<file path="src/rtl/wb_arbiter.sv">
// Writeback arbiter: per-FU one-entry holding buffers feeding the ROB's single
// writeback port, with mispredict-first round-robin selection and a grant hold
// that keeps the presented packet frozen while the ROB back-pressures.
//
// Ports
//   clk, rst_n    clock, asynchronous active-low reset
//   fu_valid      per-FU packet offered
//   fu_ready      per-FU packet accepted this cycle
//   fu_pkt        per-FU writeback packet
//   flush_valid   pipeline nuke; discards every buffered packet
//   wb_valid      packet presented to the ROB
//   wb_ready      ROB accepts
//   wb_pkt        selected packet (always taken from a holding buffer)
//   wb_grant_idx  source FU of wb_pkt
//   cdb_fire      wb_valid && wb_ready; wakeup broadcast strobe

package wb_arbiter_pkg;

    localparam int unsigned ROB_IDX_W = 6;
    localparam int unsigned EPOCH_W   = 2;
    localparam int unsigned DATA_W    = 32;

    typedef struct packed {
        logic [ROB_IDX_W-1:0] rob_idx;
        logic [EPOCH_W-1:0]   epoch;
        logic                 is_branch;
        logic                 mispredict;
        logic                 exc;
        logic [DATA_W-1:0]    data;
    } fu_wb_t;

endpackage

module wb_arbiter
    import wb_arbiter_pkg::*;
#(
    parameter  int unsigned NUM_FU = 4,
    localparam int unsigned FU_W   = $clog2(NUM_FU)
) (
    input  logic                    clk,
    input  logic                    rst_n,
    input  logic [NUM_FU-1:0]       fu_valid,
    output logic [NUM_FU-1:0]       fu_ready,
    input  fu_wb_t [NUM_FU-1:0]     fu_pkt,
    input  logic                    flush_valid,
    output logic                    wb_valid,
    input  logic                    wb_ready,
    output fu_wb_t                  wb_pkt,
    output logic [FU_W-1:0]         wb_grant_idx,
    output logic                    cdb_fire
);

    logic [NUM_FU-1:0] buf_valid_q, buf_valid_d;
    fu_wb_t            buf_pkt_q [NUM_FU];
    fu_wb_t            buf_pkt_d [NUM_FU];
    logic [FU_W-1:0]   rr_ptr_q, rr_ptr_d;
    logic              hold_q, hold_d;
    logic [FU_W-1:0]   hold_idx_q, hold_idx_d;

    logic [NUM_FU-1:0] mp_req;
    logic [NUM_FU-1:0] req;
    logic [FU_W-1:0]   cand;
    logic [FU_W-1:0]   rr_idx;
    logic              rr_found;
    logic [FU_W-1:0]   grant;
    logic              any_valid;

    // Winner selection: mispredicts form a higher class; round-robin within class.
    // A held grant overrides selection so a stalled beat is never displaced.
    always_comb begin
        mp_req   = '0;
        cand     = '0;
        rr_idx   = '0;
        rr_found = 1'b0;
        for (int i = 0; i < int'(NUM_FU); i++) begin
            mp_req[i] = buf_valid_q[i] && buf_pkt_q[i].is_branch && buf_pkt_q[i].mispredict;
        end
        req = (|mp_req) ? mp_req : buf_valid_q;
        for (int k = 0; k < int'(NUM_FU); k++) begin
            cand = FU_W'((int'(rr_ptr_q) + k) % int'(NUM_FU));
            if (!rr_found && req[cand]) begin
                rr_found = 1'b1;
                rr_idx   = cand;
            end
        end
        grant = hold_q ? hold_idx_q : rr_idx;
    end

    assign any_valid    = |buf_valid_q;
    assign wb_valid     = any_valid && !flush_valid;
    assign cdb_fire     = wb_valid && wb_ready;
    assign wb_pkt       = any_valid ? buf_pkt_q[grant] : '0;
    assign wb_grant_idx = any_valid ? grant : '0;

    // A port is ready when its buffer is empty or is draining this very cycle.
    always_comb begin
        fu_ready = '0;
        for (int i = 0; i < int'(NUM_FU); i++) begin
            fu_ready[i] = !flush_valid &&
                          (!buf_valid_q[i] || (cdb_fire && (grant == FU_W'(i))));
        end
    end

    // Next-state: buffer fill/drain, round-robin pointer, grant hold.
    always_comb begin
        buf_valid_d = buf_valid_q;
        rr_ptr_d    = rr_ptr_q;
        hold_d      = hold_q;
        hold_idx_d  = hold_idx_q;
        for (int i = 0; i < int'(NUM_FU); i++) begin
            buf_pkt_d[i] = buf_pkt_q[i];
        end

        if (flush_valid) begin
            buf_valid_d = '0;
            rr_ptr_d    = '0;
            hold_d      = 1'b0;
            hold_idx_d  = '0;
        end else begin
            for (int i = 0; i < int'(NUM_FU); i++) begin
                if (fu_valid[i] && fu_ready[i]) begin
                    buf_valid_d[i] = 1'b1;
                    buf_pkt_d[i]   = fu_pkt[i];
                end else if (cdb_fire && (grant == FU_W'(i))) begin
                    buf_valid_d[i] = 1'b0;
                end
            end
            if (cdb_fire) begin
                hold_d   = 1'b0;
                rr_ptr_d = (grant == FU_W'(NUM_FU - 1)) ? '0 : grant + FU_W'(1);
            end else if (wb_valid) begin
                hold_d     = 1'b1;
                hold_idx_d = grant;
            end
        end
    end

    // State registers.
    always_ff @(posedge clk or negedge rst_n) begin
        if (!rst_n) begin
            buf_valid_q <= '0;
            rr_ptr_q    <= '0;
            hold_q      <= 1'b0;
            hold_idx_q  <= '0;
            for (int i = 0; i < int'(NUM_FU); i++) begin
                buf_pkt_q[i] <= '0;
            end
        end else begin
            buf_valid_q <= buf_valid_d;
            rr_ptr_q    <= rr_ptr_d;
            hold_q      <= hold_d;
            hold_idx_q  <= hold_idx_d;
            for (int i = 0; i < int'(NUM_FU); i++) begin
                buf_pkt_q[i] <= buf_pkt_d[i];
            end
        end
    end

`ifdef SIM
    // A stalled beat stays put unless a flush discards it.
    a_stall_stable: assert property (@(posedge clk) disable iff (!rst_n)
        (wb_valid && !wb_ready) |=>
            (flush_valid || (wb_valid && $stable(wb_pkt) && $stable(wb_grant_idx))));

    a_grant_range: assert property (@(posedge clk) disable iff (!rst_n)
        32'(wb_grant_idx) < NUM_FU);

    // Delivering from an empty buffer would duplicate a packet.
    a_fire_from_full: assert property (@(posedge clk) disable iff (!rst_n)
        cdb_fire |-> buf_valid_q[grant]);
`endif

endmodule

</file>
<file path="config.mk">
export PLATFORM = sky130hd
export DESIGN_NAME = wb_arbiter
export DESIGN_NICKNAME = d
export VERILOG_FILES = /design/src/rtl/wb_arbiter.sv
export SDC_FILE = /design/constraint.sdc
export NUM_CORES = 1
export LEC_CHECK = 0
export ABC_AREA = 0
export BUFFER_PORTS_ARGS = -buffer_cell sky130_fd_sc_hd__buf_4
export CORE_ASPECT_RATIO = 2
export CORE_MARGIN = 1.5
export CORE_UTILIZATION = 49
export CTS_CLUSTER_DIAMETER = 80
export DETAILED_ROUTE_END_ITERATION = 16
export HOLD_SLACK_MARGIN = 0.12
export PLACE_DENSITY = 0.71
export RECOVER_POWER = 50
export SLEW_MARGIN = 25
export SYNTH_ARGS = -nofsm -noshare
export SYNTH_HDL_FRONTEND = slang
export SYNTH_SLANG_ARGS = --single-unit
</file>
<file path="constraint.sdc">
create_clock -name clk -period 8.3 [get_ports clk]
set_input_delay 1.245 -clock clk [delete_from_list [all_inputs] [get_ports clk]]
set_output_delay 1.245 -clock clk [all_outputs]
set_load 0.1 [all_outputs]
</file>
## After elaboration in Yosys (flattened, before gate mapping)

Index checks and enable logic that the tools add are counted.

- Register bits: 181
- Input port bits: 180
- Output and inout port bits: 51
- Bits in read-only memories: 0
- Memories: 0
- Latch bits: 0
- Bits in writable memories: 0
- Logic and storage cells: 138

- Multipliers: 0
- Divide/modulo/power cells: 0
- Bitwise logic cells: 2
- Multiplexer cells: 40
- Add/sub/neg operators: 4
- $lt $le $gt $ge: 5
- Reductions and logical operators: 52
- Equality and inequality tests: 4
- Shift operators: 0

Operator list:

| cell | number |
|---|---|
| $mux W43 | 3 |
| $bmux W43 S2 | 1 |
| $logic_and A1 B1 Y1 | 25 |
| $mux W2 | 12 |
| $mux W1 | 18 |
| $reduce_bool A3 Y1 | 5 |
| $lt A2 B3 Y1 const B | 4 |
| $reduce_and A2 Y1 | 5 |
| $bmux W1 S2 | 4 |
| $logic_not A1 Y1 | 8 |
| $mux W4 | 2 |
| $reduce_or A4 Y1 | 2 |
| $add A2 B1 Y2 const B | 2 |
| $add A2 B2 Y2 const B | 2 |
| $eq A2 B2 Y1 const B | 2 |
| $logic_or A1 B1 Y1 | 4 |
| $reduce_bool A2 Y1 | 2 |
| $ge A3 B3 Y1 const B | 1 |
| $not A2 Y3 | 1 |
| $eq A2 B1 Y1 const B | 1 |
| $logic_not A2 Y1 | 1 |
| $ne A2 B2 Y1 const B | 1 |
| $not A1 Y1 | 1 |

## Logic depth before layout (Yosys ltp)

- Depth in word-level cells: 24
- Depth in mapped cells: 16
- Gate-level depth less buffers: 12

## Worst setup path before layout

OpenSTA, ideal clock, no wires.

- Path kind: input port to output port
- Start point: input port flush_valid
- End point: output port cdb_fire
- Required time: 7.055 ns
- Data arrival time: 3.905 ns
- Buffers on the path: 2
- Stages on the path: 4
- Path slack: 3.150 ns
- Path through: clkbuf_1 -> nor2_1 -> and2_1 -> clkbuf_1

- Word-level cells in the longest chain between the ends: 3

Ends and longest elaborated chain:

| item | line | RTL |
|---|---|---|
| start, declared | 45 | `input logic flush_valid,` |
| $logic_not A1 Y1 | 90 | `assign wb_valid = any_valid && !flush_valid;` |
| $logic_and A1 B1 Y1 | 90 |  |
| named net wb_valid | 46 | `output logic wb_valid,` |
| $logic_and A1 B1 Y1 | 91 | `assign cdb_fire = wb_valid && wb_ready;` |
| end, declared | 50 | `output logic cdb_fire` |

The timed path passes the listed nets, and every way through them passes these cells.

## Worst setup path after layout

- Start point: register buf_valid_q[1]
- End point: register buf_pkt_q[62] (netlist name)

- Word-level cells in the longest chain between the ends: 23
- Elaborated cells between the ends (all ways): 35
- Classes of those cells: eq/ne: 1; mux: 17; reduce/logical: 17

Ends and longest elaborated chain:

| item | line | RTL |
|---|---|---|
| start, declared | 53 | `logic [NUM_FU-1:0] buf_valid_q, buf_valid_d;` |
| start signal, assigned | 149 | `buf_valid_q <= buf_valid_d;` |
| $logic_and A1 B1 Y1 (2 in series) | 76 | `mp_req[i] = buf_valid_q[i] && buf_pkt_q[i].is_branch && buf_pkt_q[i].mispredict;` |
| $reduce_or A4 Y1 | 78 | `req = (\|mp_req) ? mp_req : buf_valid_q;` |
| $mux W4 | 78 |  |
| $bmux W1 S2 | 81 | `if (!rr_found && req[cand]) begin` |
| $mux W1 (not written as such) | 81 |  |
| $mux W1 | 81 |  |
| $logic_not A1 Y1 | 81 |  |
| $logic_and A1 B1 Y1 | 81 |  |
| [... 6 more ...] | - |  |
| $mux W2 | 81 |  |
| $mux W2 | 86 | `grant = hold_q ? hold_idx_q : rr_idx;` |
| $eq A2 B2 Y1 | 100 | `(!buf_valid_q[i] \|\| (cdb_fire && (grant == FU_W'(i))));` |
| $logic_and A1 B1 Y1 (*) | 100 |  |
| $logic_or A1 B1 Y1 (*) | 100 |  |
| $logic_and A1 B1 Y1 (*) | 99 | `fu_ready[i] = !flush_valid &&` |
| $logic_and A1 B1 Y1 (*) | 121 | `if (fu_valid[i] && fu_ready[i]) begin` |
| $reduce_and A2 Y1 (no source line) (*) | - |  |
| end signal, assigned by index | 154 | `buf_pkt_q[i] <= buf_pkt_d[i];` |
| end, declared | 54 | `fu_wb_t buf_pkt_q [NUM_FU];` |

Mark *: on every way between the ends. The rest lies on a longest branch, timed or not. The select of a mux whose other input is x is not followed.
A chain may end at the register's enable or synchronous reset.

==> run metrics <==
ys async rst share=100%; status=finished with violations; first-pass GRT wire length=49.6 mm; Max Clock Freq=147 MHz; DRC=0; final net count=1,281; minimum clock period=6.79 ns; Final Slew Violations=about 260; via count of the first global-routing pass=8,533; CTS Hold Bufs=0; Setup crit end kind=flop; vias per inst=roughly 6.2; hold path endpoint=buf_pkt_q[87]; unrepaired setup endpoints after global routing=false; CP max FO=50; Overflow after GRT=0; initial antenna violation count=2; die width=103 µm; crit-path cells=and3_1, o21ai_0, a31oi_1, o31a_1, buf_4, nand2b_1, ha_1, a21boi_0, nor2_1, and2_0, mux2_2; Final setup viols=0; crit start category=flop; CP Class=reg2reg; PnR worst setup slack=1.51 ns; RR Startpoint=buf_valid_q[1]; Post-Syn Area=slightly below 0.01 mm²; Worst path max stage delay=1.34 ns; Final ANT Viol Nets=0; top-count cell post-synth=dfrtp_1; Clock transition at path regs=around 0.070 ns; DP HPWL=21.5 mm; Routed WL=between 30 and 40 mm; Yosys cell types=51; Post-Syn Instances=927; final worst-path cycle share=81.8%; Worst-Margin Slew=between 3 and 4 ns; layout cell share with drive strength beyond 1=40.6%; failing checks=max-capacitance violations, max-slew violations; flops & latches, synth=181; RR Endpoint=buf_pkt_q[62]; Clock Latency Late Sink=0.44 ns; Critical Path RT=8.61 ns; post-cts resize count=0; DIE AREA=0.0210 mm²; I/O pins=around 230; port bufs=230; max_cap viols=5; Relative slew margins=-114%; Worst Hold Depth=1; WL per Instance=between 20 and 25 µm; Placer Congestion=0.896; Yosys top cell area share=46.1%; reg-to-reg slack, setup=1.51 ns; Final TNS setup=0 ns; post-synth net total=around 1,100; Yosys warnings=0; Mapped Avg Cell Area=10.6 µm²; Hold Crit Start=buf_pkt_q[87]; critical path data arrival time=7.09 ns; CTS Buffer Depth=2; H-tree level count=4; EDFF count, synth=0; Fin Clk Skew=approximately 0.011 ns; post-CTS setup buffers=0; Hold Fails Final Rpt=0; Root Driver=clkbuf_16; top cells by count, synth=dfrtp_1, nand2_1, o211ai_1, mux2_2, clkbuf_1; Yosys top cell by area=dfrtp_1; worst slack, placed=2.89 ns; Starting Density=49.8%; Syn-to-layout area delta=23.9%; TritonRoute pass-1 iters=5; PD cells=341 mW/mm²; core area=0.0197 mm²; Hold/Removal Path Class=reg2reg; top post-synthesis cells by area=dfrtp_1, mux2_2, o211ai_1; worst vdd ir=~0.36 mV; slowest CP cell=and2_0; floorplan row count=73; ys flop type=dfrtp_1; R2R cell count=11; Seq/Total Area, Yosys=46.1%; DRT iter0 DRCs=502; cts bufs inserted=17; GR Util All Layers=32.4%; CTS tree=yes; Sink Count=181; P_leak=5.16 nW; height of the die=203 µm; largest net degree at the start of global routing=88; total number of vias=between 8,000 and 9,000
-- layout make-up --
type	count	area, µm²
diodes	3	7.51
clock buffers	24	492
clock inverters	7	71.3
fillers	1746	7550
inverters	3	11.3
multi-input cells	652	4910
flip-flops and latches	181	4530
well taps	262	328
repair buffers	242	1830
-- state kept, by name (all words and copies together), names as in the netlist --
name and count:
buf_pkt_q 172, buf_valid_q 4, hold_idx_q 2, rr_ptr_q 2
hold_q 1
-- per-layer routing --
metal	wire length, µm	global-route usage [%]
met3	2020	6.75
met4	2340	21.7
met2	17100	53.3
met1	11200	37.0
met5	0	0
-- cell families (layout without fill, tap and decap cells) --
family,after synthesis,in the layout,synth area share (%)
AO/OA/AOI/OAI,253,253,20.0
multiplexers,172,172,19.7
buffers and inverters,94,276,4.57
other,0,3,0
AND/OR/NAND/NOR,223,223,9.18
adder cells (fa/ha/maj),4,4,0.509
flip-flops,181,181,46.1
-- worst max-delay path: cells and delay by family (launching register included) --
kind | cells | cell delay, ns
fa+ha+maj | 1 | 0.24
compound gates | 4 | 2.32
simple gates | 4 | 2.03
mux | 1 | 0.77
flops | 1 | 0.54
buf+inv | 1 | 0.68
-- metrics by stage --
| step | hold WS [ns] | util [%] | instance area [µm²] | power, mW | cells |
|---|---|---|---|---|---|
| detailed placement | 0.495 | 58.8 | 11600 | 3.36 | 1339 |
| CTS | 0.511 | 61.7 | 12200 | 4.16 | 1370 |
| finish | 0.508 | 61.7 | 12200 | 4.15 | 1374 |
| floorplan | 0.481 | - | 9830 | 2.81 | 927 |
| global placement | 0.489 | 58.7 | 11600 | 3.34 | 1338 |
| global route | 0.519 | 61.7 | 12200 | 4.32 | 1372 |
-- worst max-delay path by stage --
stage	depth (start not counted)	to	start	slack (ns)
floorplan	4	cdb_fire	flush_valid	3.15
global placement	9	wb_pkt[26]	buf_valid_q[1]	2.94
detailed placement	9	wb_pkt[15]	buf_valid_q[1]	2.89
CTS	9	wb_pkt[15]	buf_valid_q[1]	2.37
global route	11	buf_pkt_q[77]	buf_valid_q[1]	1.08
finish	11	buf_pkt_q[62]	buf_valid_q[1]	1.51
-- report_power, final --
part           switching [mW]  internal, mW  leakage [nW]
Sequential              0.138          1.08          2.14
Clock                   0.347         0.444         0.269
Combinational            1.52         0.622          2.75
-- placed cells by master, fill, tap and decap left out, types with 2 or more instances in the layout --
| cell | instances |
|---|---|
| nand3_1 | 4 |
| nand2b_1 | 4 |
| and3_1 | 4 |
| nor2_1 | 17 |
| a22o_1 | 43 |
| and2_1 | 2 |
| inv_1 | 3 |
| dfrtp_1 | 181 |
| ha_1 | 4 |
| clkbuf_8 | 4 |
| mux2_2 | 172 |
| and2_2 | 2 |
| diode_2 | 3 |
| clkinv_2 | 2 |
| buf_4 | 234 |
| o21ai_0 | 5 |
| clkinvlp_4 | 3 |
| o211ai_1 | 173 |
| clkbuf_16 | 17 |
| a21oi_4 | 2 |
| nand2_1 | 180 |
| a21oi_1 | 4 |
| clkbuf_1 | 8 |
| a21boi_0 | 3 |
| a31oi_1 | 2 |
No activity file was read; power rests on OpenSTA's default activity.
